<file path="src/rtl/mcu_tx_arbiter_pkg.sv">
// mcu_tx_arbiter_pkg
//   Shared definitions for the MCU-link transmit arbiter: FSM state
//   encodings, the default forced-release timeout and the requester
//   slot assignments. The requester indices sit with the MCU packet
//   command constants so every source agrees on its grant bit.
package mcu_tx_arbiter_pkg;

    typedef enum logic {
        ARB = 1'b0,   // no owner, picking the next requester
        OWN = 1'b1    // one source owns the UART for a whole frame
    } arb_state_e;

    // Owned cycles with no byte activity before the owner is evicted.
    localparam int TIMEOUT_CYC_DEF = 1_000_000;

    // Requester slots (bit positions in req/grant/byte_done).
    localparam int REQ_PARA_REPLY = 0;
    localparam int REQ_TW_UPLOAD  = 1;
    localparam int REQ_PF_UPLOAD  = 2;
    localparam int REQ_STATUS     = 3;

endpackage

</file>
<file path="src/rtl/mcu_tx_arbiter_rr_pick.sv">
// rr_pick
//   Combinational round-robin first-one finder. Searches req_i starting
//   at ptr_i and wrapping past the top (ptr=2, N=4 searches 2,3,0,1).
// Ports:
//   req_i  in  N      request vector
//   ptr_i  in  IDX_W  search start position (must be < N)
//   vld_o  out 1      any request set
//   idx_o  out IDX_W  index of the first set request found
module rr_pick #(
    parameter int N     = 4,
    parameter int IDX_W = (N > 1) ? $clog2(N) : 1
) (
    input  logic [N-1:0]     req_i,
    input  logic [IDX_W-1:0] ptr_i,
    output logic             vld_o,
    output logic [IDX_W-1:0] idx_o
);

    logic [IDX_W:0] j;

    // Walk the search order backwards so the last hit written is the
    // first in round-robin order; avoids a break in the loop.
    always_comb begin
        vld_o = 1'b0;
        idx_o = '0;
        j     = '0;
        for (int i = N - 1; i >= 0; i--) begin
            j = {1'b0, ptr_i} + (IDX_W + 1)'(i);
            if (j >= (IDX_W + 1)'(N)) j = j - (IDX_W + 1)'(N);
            if (req_i[j[IDX_W-1:0]]) begin
                vld_o = 1'b1;
                idx_o = j[IDX_W-1:0];
            end
        end
    end

endmodule

</file>
<file path="src/rtl/mcu_tx_arbiter.sv">
// mcu_tx_arbiter
//   Frame-level round-robin owner of the single MCU-link UART
//   transmitter. The owner keeps the UART until it drops req, so frames
//   never interleave; its byte/start are muxed to the UART core and the
//   core's idle return is turned into a byte_done pulse for the owner.
//   An owner that shows no byte activity for TIMEOUT_CYC cycles is
//   evicted and must re-win arbitration. All outputs are registered.
// Ports:
//   clk, rst       clock, synchronous active-high reset
//   req_i          per-source frame request (held for the whole frame)
//   start_tx_in_i  per-source one-cycle byte start
//   tx_data_in_i   per-source byte, source i at [8i+7:8i]
//   tx_idle_i      UART core idle flag (async to clk)
//   grant_o        one-hot owner
//   tx_data_o      byte to the UART core
//   start_tx_o     one-cycle start to the UART core
//   byte_done_o    one-cycle pulse to the owner when its byte finishes
//   busy_o         any source owns the UART
//   timeout_err_o  one-cycle pulse on forced release
module mcu_tx_arbiter
    import mcu_tx_arbiter_pkg::*;
#(
    parameter int NUM_REQ     = 4,
    parameter int TIMEOUT_CYC = TIMEOUT_CYC_DEF,
    parameter int TO_W        = 20
) (
    input  logic                   clk,
    input  logic                   rst,
    input  logic [NUM_REQ-1:0]     req_i,
    input  logic [NUM_REQ-1:0]     start_tx_in_i,
    input  logic [8*NUM_REQ-1:0]   tx_data_in_i,
    input  logic                   tx_idle_i,
    output logic [NUM_REQ-1:0]     grant_o,
    output logic [7:0]             tx_data_o,
    output logic                   start_tx_o,
    output logic [NUM_REQ-1:0]     byte_done_o,
    output logic                   busy_o,
    output logic                   timeout_err_o
);

    localparam int IDX_W = $clog2(NUM_REQ);

    arb_state_e         state_q, state_d;
    logic [IDX_W-1:0]   owner_q, owner_d;
    logic [IDX_W-1:0]   rr_ptr_q, rr_ptr_d;
    logic               in_flight_q, in_flight_d;
    logic [TO_W-1:0]    to_cnt_q, to_cnt_d;
    logic [NUM_REQ-1:0] grant_q, grant_d;
    logic [7:0]         tx_data_q, tx_data_d;
    logic               start_q, start_d;
    logic [NUM_REQ-1:0] bdone_q, bdone_d;
    logic               busy_q, busy_d;
    logic               to_err_q, to_err_d;
    logic               idle_s1_q, idle_s2_q, idle_s3_q;

    logic               pick_vld;
    logic [IDX_W-1:0]   pick_idx;
    logic               idle_sync, done_edge;
    logic               timeout_hit, rel;

    rr_pick #(.N(NUM_REQ), .IDX_W(IDX_W)) u_pick (
        .req_i (req_i),
        .ptr_i (rr_ptr_q),
        .vld_o (pick_vld),
        .idx_o (pick_idx)
    );

    // s1/s2 form the synchroniser; s3 is only the previous s2 value so
    // that the idle rising edge is detected in the clk domain.
    assign idle_sync = idle_s2_q;
    assign done_edge = idle_s2_q & ~idle_s3_q;

    always_comb begin
        state_d     = state_q;
        owner_d     = owner_q;
        rr_ptr_d    = rr_ptr_q;
        in_flight_d = in_flight_q;
        to_cnt_d    = '0;
        grant_d     = grant_q;
        tx_data_d   = tx_data_q;
        start_d     = 1'b0;
        bdone_d     = '0;
        busy_d      = busy_q;
        to_err_d    = 1'b0;
        timeout_hit = 1'b0;
        rel         = 1'b0;

        case (state_q)
            ARB: begin
                grant_d = '0;
                busy_d  = 1'b0;
                if (pick_vld) begin
                    owner_d           = pick_idx;
                    grant_d[pick_idx] = 1'b1;
                    busy_d            = 1'b1;
                    state_d           = OWN;
                end
            end
            OWN: begin
                tx_data_d = tx_data_in_i[{owner_q, 3'b000} +: 8];
                // in_flight_q is the pre-clear value, so a start landing
                // on the same cycle as done_edge is dropped.
                start_d   = start_tx_in_i[owner_q] & ~in_flight_q & idle_sync;
                bdone_d[owner_q] = done_edge & in_flight_q;

                timeout_hit = (to_cnt_q == TO_W'(TIMEOUT_CYC - 1));
                rel = timeout_hit |
                      (~req_i[owner_q] & ~in_flight_q & idle_sync);

                if (rel) begin
                    start_d  = 1'b0;
                    grant_d  = '0;
                    busy_d   = 1'b0;
                    to_err_d = timeout_hit;
                    state_d  = ARB;
                    rr_ptr_d = (owner_q == IDX_W'(NUM_REQ - 1)) ? '0
                                                                : owner_q + 1'b1;
                end else begin
                    to_cnt_d = (start_d | done_edge) ? '0 : to_cnt_q + 1'b1;
                end
            end
            default: state_d = ARB;
        endcase

        if (done_edge)   in_flight_d = 1'b0;
        if (start_d)     in_flight_d = 1'b1;
        if (timeout_hit) in_flight_d = 1'b0;
    end

    always_ff @(posedge clk) begin
        if (rst) begin
            state_q     <= ARB;
            owner_q     <= '0;
            rr_ptr_q    <= '0;
            in_flight_q <= 1'b0;
            to_cnt_q    <= '0;
            grant_q     <= '0;
            tx_data_q   <= '0;
            start_q     <= 1'b0;
            bdone_q     <= '0;
            busy_q      <= 1'b0;
            to_err_q    <= 1'b0;
            idle_s1_q   <= 1'b1;
            idle_s2_q   <= 1'b1;
            idle_s3_q   <= 1'b1;
        end else begin
            state_q     <= state_d;
            owner_q     <= owner_d;
            rr_ptr_q    <= rr_ptr_d;
            in_flight_q <= in_flight_d;
            to_cnt_q    <= to_cnt_d;
            grant_q     <= grant_d;
            tx_data_q   <= tx_data_d;
            start_q     <= start_d;
            bdone_q     <= bdone_d;
            busy_q      <= busy_d;
            to_err_q    <= to_err_d;
            idle_s1_q   <= tx_idle_i;
            idle_s2_q   <= idle_s1_q;
            idle_s3_q   <= idle_s2_q;
        end
    end

    assign grant_o       = grant_q;
    assign tx_data_o     = tx_data_q;
    assign start_tx_o    = start_q;
    assign byte_done_o   = bdone_q;
    assign busy_o        = busy_q;
    assign timeout_err_o = to_err_q;

endmodule
</file>
<file path="config.mk">
export PLATFORM = sky130hd
export DESIGN_NAME = mcu_tx_arbiter
export DESIGN_NICKNAME = d
export VERILOG_FILES = /design/src/rtl/mcu_tx_arbiter_pkg.sv /design/src/rtl/mcu_tx_arbiter_rr_pick.sv /design/src/rtl/mcu_tx_arbiter.sv
export SDC_FILE = /design/constraint.sdc
export NUM_CORES = 1
export LEC_CHECK = 0
export CAP_MARGIN = 25
export CORE_MARGIN = 2
export CORE_UTILIZATION = 40
export DETAILED_ROUTE_END_ITERATION = 8
export GPL_TIMING_DRIVEN = 0
export PLACE_DENSITY = 0.66
export SETUP_SLACK_MARGIN = 0.5
export SYNTH_ARGS = -nofsm -noshare
export SYNTH_HDL_FRONTEND = slang
export SYNTH_SLANG_ARGS = --single-unit
</file>
<file path="constraint.sdc">
create_clock -name clk -period 2.65 [get_ports clk]
set_input_delay 0.53 -clock clk [delete_from_list [all_inputs] [get_ports clk]]
set_output_delay 0.53 -clock clk [all_outputs]
set_load 0.01 [all_outputs]
</file>
[Word-level counts from Yosys, hierarchy flattened]
Cells that the tools add are included.
Storage, ports and cells
  flip-flop bits (word level): 48
  input bits: 43
  output and inout port bits: 19
Operators by class
  reductions and logical operators: 9
  bitwise gates (word level): 14
  $lt $le $gt $ge: 12
  muxes and demuxes: 42
  equal/unequal tests: 3
  add/subtract/negate cells: 9
  shifts and indexed selects: 1
Operators by type and width (count)
  variable part select 32 x 6 -> 8 bit: 1
  adder 20 x 1 -> 20 bit (second input constant): 1
  == test 20 bit (second input constant): 1
  two-way mux 1 bit: 20
  < comparator 2 x 3 -> 1 bit (second input constant): 6
  two-way mux 2 bit: 9
  binary-select mux 1 bit (select 2 bit): 6
  >= comparator 3 bit (second input constant): 3
  two-way mux 4 bit: 2
  one-hot mux 4 bit (2 select lines): 1
  subtractor 2 x 1 -> 2 bit (second input constant): 4
  adder 2 x 2 -> 3 bit (second input constant): 2
  AND 1 bit: 6
  inverter 1 bit: 5
  AND 4 bit: 1
  demux 1 bit (select 2 bit): 2
  >= comparator 2 x 1 -> 1 bit (second input constant): 2
  one-hot mux 1 bit (2 select lines): 2
  AND reduction 2 bit: 2
  OR reduction 2 bit: 2
  OR reduction 4 bit: 1
  adder 2 x 1 -> 3 bit (second input constant): 1
  >= comparator 2 x 3 -> 1 bit (second input constant): 1
  OR reduction 3 bit: 1
  6 further kinds: 8

[Longest topological paths before layout]
  depth after elaboration: 15
  depth in mapped cells: 8
  depth with buffers taken out: 6

[Hierarchy]
From an unflattened synthesis, not the netlist that was laid out.
Unflattened totals
  cells, all modules: 245
  area, all modules: 2363.5 µm²
Modules (own cells, without submodules)
  mcu_tx_arbiter: times used 1, area an instance 2285.9 µm², cells an instance 232, seq. area each 960.9 µm²
  rr_pick: times used 1, area an instance 77.6 µm², cells an instance 13, seq. area each 0.0 µm²

[Worst setup path before layout]
Ideal clock, no wire load.
  path kind: reg-to-reg
  start: register to_cnt_q[0]
  end: register to_cnt_q[11]
  slack: 0.782 ns
  required time: 2.586 ns
  buffers on the path: 2
  data arrival time: 1.804 ns
  stages on the path, launching flop included: 9
  cell sequence: dfxtp_1 > ha_1 > and4_4 > and2_0 > clkbuf_2 > a2111oi_2 > nand3_2 > buf_6 > nor2_1
On the way
  word-level cells in the longest chain between the ends: 3
  elaborated cells on any way between the ends: 4
  those cells by class: add/sub (1); eq/ne (1); bitwise (1); reduce/logical (1)
Ends and longest elaborated chain
  start, declared: line mcu_tx_arbiter.sv:47  | logic [TO_W-1:0] to_cnt_q, to_cnt_d;
  start signal, assigned: line mcu_tx_arbiter.sv:151  | to_cnt_q <= to_cnt_d;
  parallel branches: the longest is 3 deep, another holds adder 20 x 1 -> 20 bit
Several ways; the timed one is not identified.
A chain may end at the register's enable or synchronous reset.

[Final worst setup path]
  start: register to_cnt_q[15]
  end: register rr_ptr_q[0]
On the way
  word-level cells in the longest chain between the ends: 3
Ends and longest elaborated chain
  == test 20 bit: line mcu_tx_arbiter.sv:106  | timeout_hit = (to_cnt_q == TO_W'(TIMEOUT_CYC - 1));
  bitwise OR 1 bit: line mcu_tx_arbiter.sv:107  | rel = timeout_hit |
  AND reduction 2 bit (no line)
  end signal, assigned: line mcu_tx_arbiter.sv:149  | rr_ptr_q <= rr_ptr_d;
  end, declared: line mcu_tx_arbiter.sv:45  | logic [IDX_W-1:0] rr_ptr_q, rr_ptr_d;
No other way between the ends.

==> qor.yml <==
power:
  p_sw_mw: 0.363
  power_leakage_nw: 1.11
  p_int_mw: 1.19
  power_density_nw_per_um2: 496
  ir_worst_vdd_mv: 0.229
  pwr-share-clk_pct: 33.2
  p_seq_share_pct: 49.5
  switching_share_pct: 23.4
  power_mw: 1.55
  pwr-share-comb_pct: 17.3
clock_network:
  cts_inserted_buffers: 5
  insertion_delay_ns: 0.30
  tritoncts: "yes"
  root_buffer: "clkbuf_8"
  cts.path.max_buffers: 2
  cts.sinks: 48
  clkTransAtPathRegs_ns: 0.09
  cts_htree_levels: 2
hold_path:
  hp-class: "flop to flop"
  min_path_cells: 1
route:
  drt-total-wl_um: 4730
  viasPerCell: 5.01
  post_drt_wl_per_cell_um: 12.6
  vias: 1878
  detail-route-antenna-nets: 0
  drcViolationCount: 0
  dr.pass1.iters: 4
  first_iter_violations: 128
finish:
  drive_gt1_share_pct: 12.2
  area_delta_synth_final_pct: 36.8
  fin_util_pct: 56.8
  diodes: 0
  stdcell_area_um2: 3130
  nets: 350
status:
  outcome: "finished, final reports clean"
logic_synthesis:
  yosys-top-cells-count: "48 x dfxtp_1, 43 x nor2_1, 11 x mux2i_1"
  yosys_warnings: 0
  netlist.area_leader.share_pct: 42.0
  synthFlopType: "dfxtp_1"
  netlist_area_um2: 2290
  synth.area.top_cells: "dfxtp_1 42%, mux4_2 9.8%, nor2_1 7.1%, mux2i_1 4.8%, xnor2_1 3.4%"
  avgSynthCellArea_um2: 9.86
  async_flop_share_pct: 0
  synth_edf_count: 0
  ys_types: 46
  syn_nets: 280
  ys_seq_area_share_pct: 42.0
  synth_most_common_cell: "dfxtp_1"
  netlist_instances: 232
  ys_ff_latch: 48
  yosys.area.top_type: "dfxtp_1"
floorplan:
  die_h_um: 79.6
  row_count: 27
  die_area_um2: 6340
  coreArea_um2: 5510
  ioPinCount: 62
  die_w_um: 79.6
  start_util_pct: 41.5
grt:
  antenna_found_initial: 0
  grt_first_pass_wirelength_um: 8190
  grt_usage_pct: 16.6
  gr-total-overflow: 0
  grt_pass1_vias: 1800
  grt_max_degree: 15
setup_path:
  startpoint_type: "flop"
  worst_path_largest_cell_delay_ns: 0.71
  cp.required_ns: 2.83
  critPathSlowestCell: "or4b_2"
  critPathKind: "flop to flop"
  worstPathArrival_ns: 2.25
  cp-end-kind: "flop"
  path_cells: "or4b_2, nor4_4, buf_4, a31o_2, mux2i_1, nor2_1"
  r2r_cells: 6
  cp_max_fo: 4
sta:
  rsz0062_at_grt: "false"
  relSlewSlack_pct: 53.5
  final_hold_viol_count: 0
  setup-violations-final: 0
  fmax_mhz: 483
  slew_violations: 0
  final.setup.tns_ns: 0
  finalCritPeriodShare_pct: 78.1
  final.min_clock_period_ns: 2.07
  worst_slew_pin_slew_ns: 0.698
  finalClockSkew_ns: 0.00782
run:
  drv_cap: 0
placement:
  place_hpwl_um: 3630
  io_buffers: 61
  place_area_um2: 2990
  place_congestion: 0.824
-- sequential cells by signal, summed over array words and instances, names as in the netlist --
name / cells
timeout_err_o: 1
state_q: 1
idle_s2_q: 1
to_cnt_q: 20
start_tx_o: 1
owner_q: 2
byte_done_o: 4
busy_o: 1
rr_ptr_q: 2
idle_s3_q: 1
grant_o: 4
in_flight_q: 1
tx_data_o: 8
idle_s1_q: 1
-- repair_timing --
item / CTS / global route
hold buffers: 0 / 0
setup endpoints to repair: 2 / 18
buffers inserted: 0 / 2
pin swaps: 0 / 2
resized for setup: 1 / 2
-- metal layers --
metal	vias to the layer above	track usage, %	routed length, um	share of wire [%]
li1	962	-	-	-
met1	845	22.7	2260	48
met2	62	23.9	1980	42
met3	9	5.88	375	7.9
met4	0	6.55	112	2.4
met5	-	0	0	0
-- logic make-up after synthesis --
kind of cell | synth area share (%)
AND/OR/NAND/NOR | 23.6
flip-flops | 42.0
AO/OA/AOI/OAI | 6.56
multiplexers | 14.7
XOR/XNOR | 6.89
buffers and inverters | 3.56
adder cells (fa/ha/maj) | 2.74
-- cell type report --
| class | instances | area (um^2) |
|---|---|---|
| Fill cell | 492 | 2380 |
| Tap cell | 72 | 90.1 |
| Multi-Input combinational cell | 167 | 1260 |
| Sequential cell | 48 | 962 |
| Buffer | 9 | 51.3 |
| Inverter | 8 | 30.0 |
| Clock inverter | 2 | 35.0 |
| Clock buffer | 6 | 72.6 |
| Timing Repair Buffer | 63 | 626 |
-- through the flow --
| stage | worst slack [ns] | hold WS [ns] | cells |
|---|---|---|---|
| 2_1_floorplan | 0.782 | 0.389 | 232 |
| 3_3_place_gp | 0.240 | 0.394 | 365 |
| 3_5_place_dp | 0.213 | 0.397 | 365 |
| 4_1_cts | 0.629 | 0.418 | 373 |
| 5_1_grt | 0.493 | 0.451 | 375 |
| 6_report | 0.579 | 0.417 | 375 |
-- worst max-delay path, delay by kind of cell (launching register included) --
family / cells / cell delay (ns)
and+or+nand+nor: 3 / 1.02
muxes: 1 / 0.19
AOI/OAI and AO/OA: 1 / 0.19
DFF: 1 / 0.35
buffers and inverters: 1 / 0.18
-- final timing paths --
path | start | to | slack (ns)
hold reg to reg | idle_s1_q | idle_s2_q | 0.42
setup reg to reg | to_cnt_q[15] | rr_ptr_q[0] | 0.58
setup / recovery | to_cnt_q[15] | rr_ptr_q[0] | 0.58
hold / removal | idle_s1_q | idle_s2_q | 0.42
-- power groups by stage --
stage / logic, mW / clock network [mW] / registers [mW]
finish: 0.268 / 0.515 / 0.768
global route: 0.294 / 0.565 / 0.772
CTS: 0.269 / 0.530 / 0.768
detailed placement: 0.265 / 0 / 0.785
global placement: 0.263 / 0 / 0.784
floorplan: 0.133 / 0 / 0.788
-- cell usage in the layout (no fill, tap or decap), types with 7 or more instances in the layout --
cell / netlist / routed
nand2_1: 9 / 9
and3_1: 7 / 7
mux2i_1: 11 / 11
nor2_1: 43 / 43
xnor2_1: 9 / 9
clkdlybuf4s50_1: 0 / 61
mux4_2: 10 / 10
dfxtp_1: 48 / 47
xor2_1: 9 / 9
nand3_1: 8 / 8
inv_1: 8 / 8
Power figures use the tool's default switching activity.
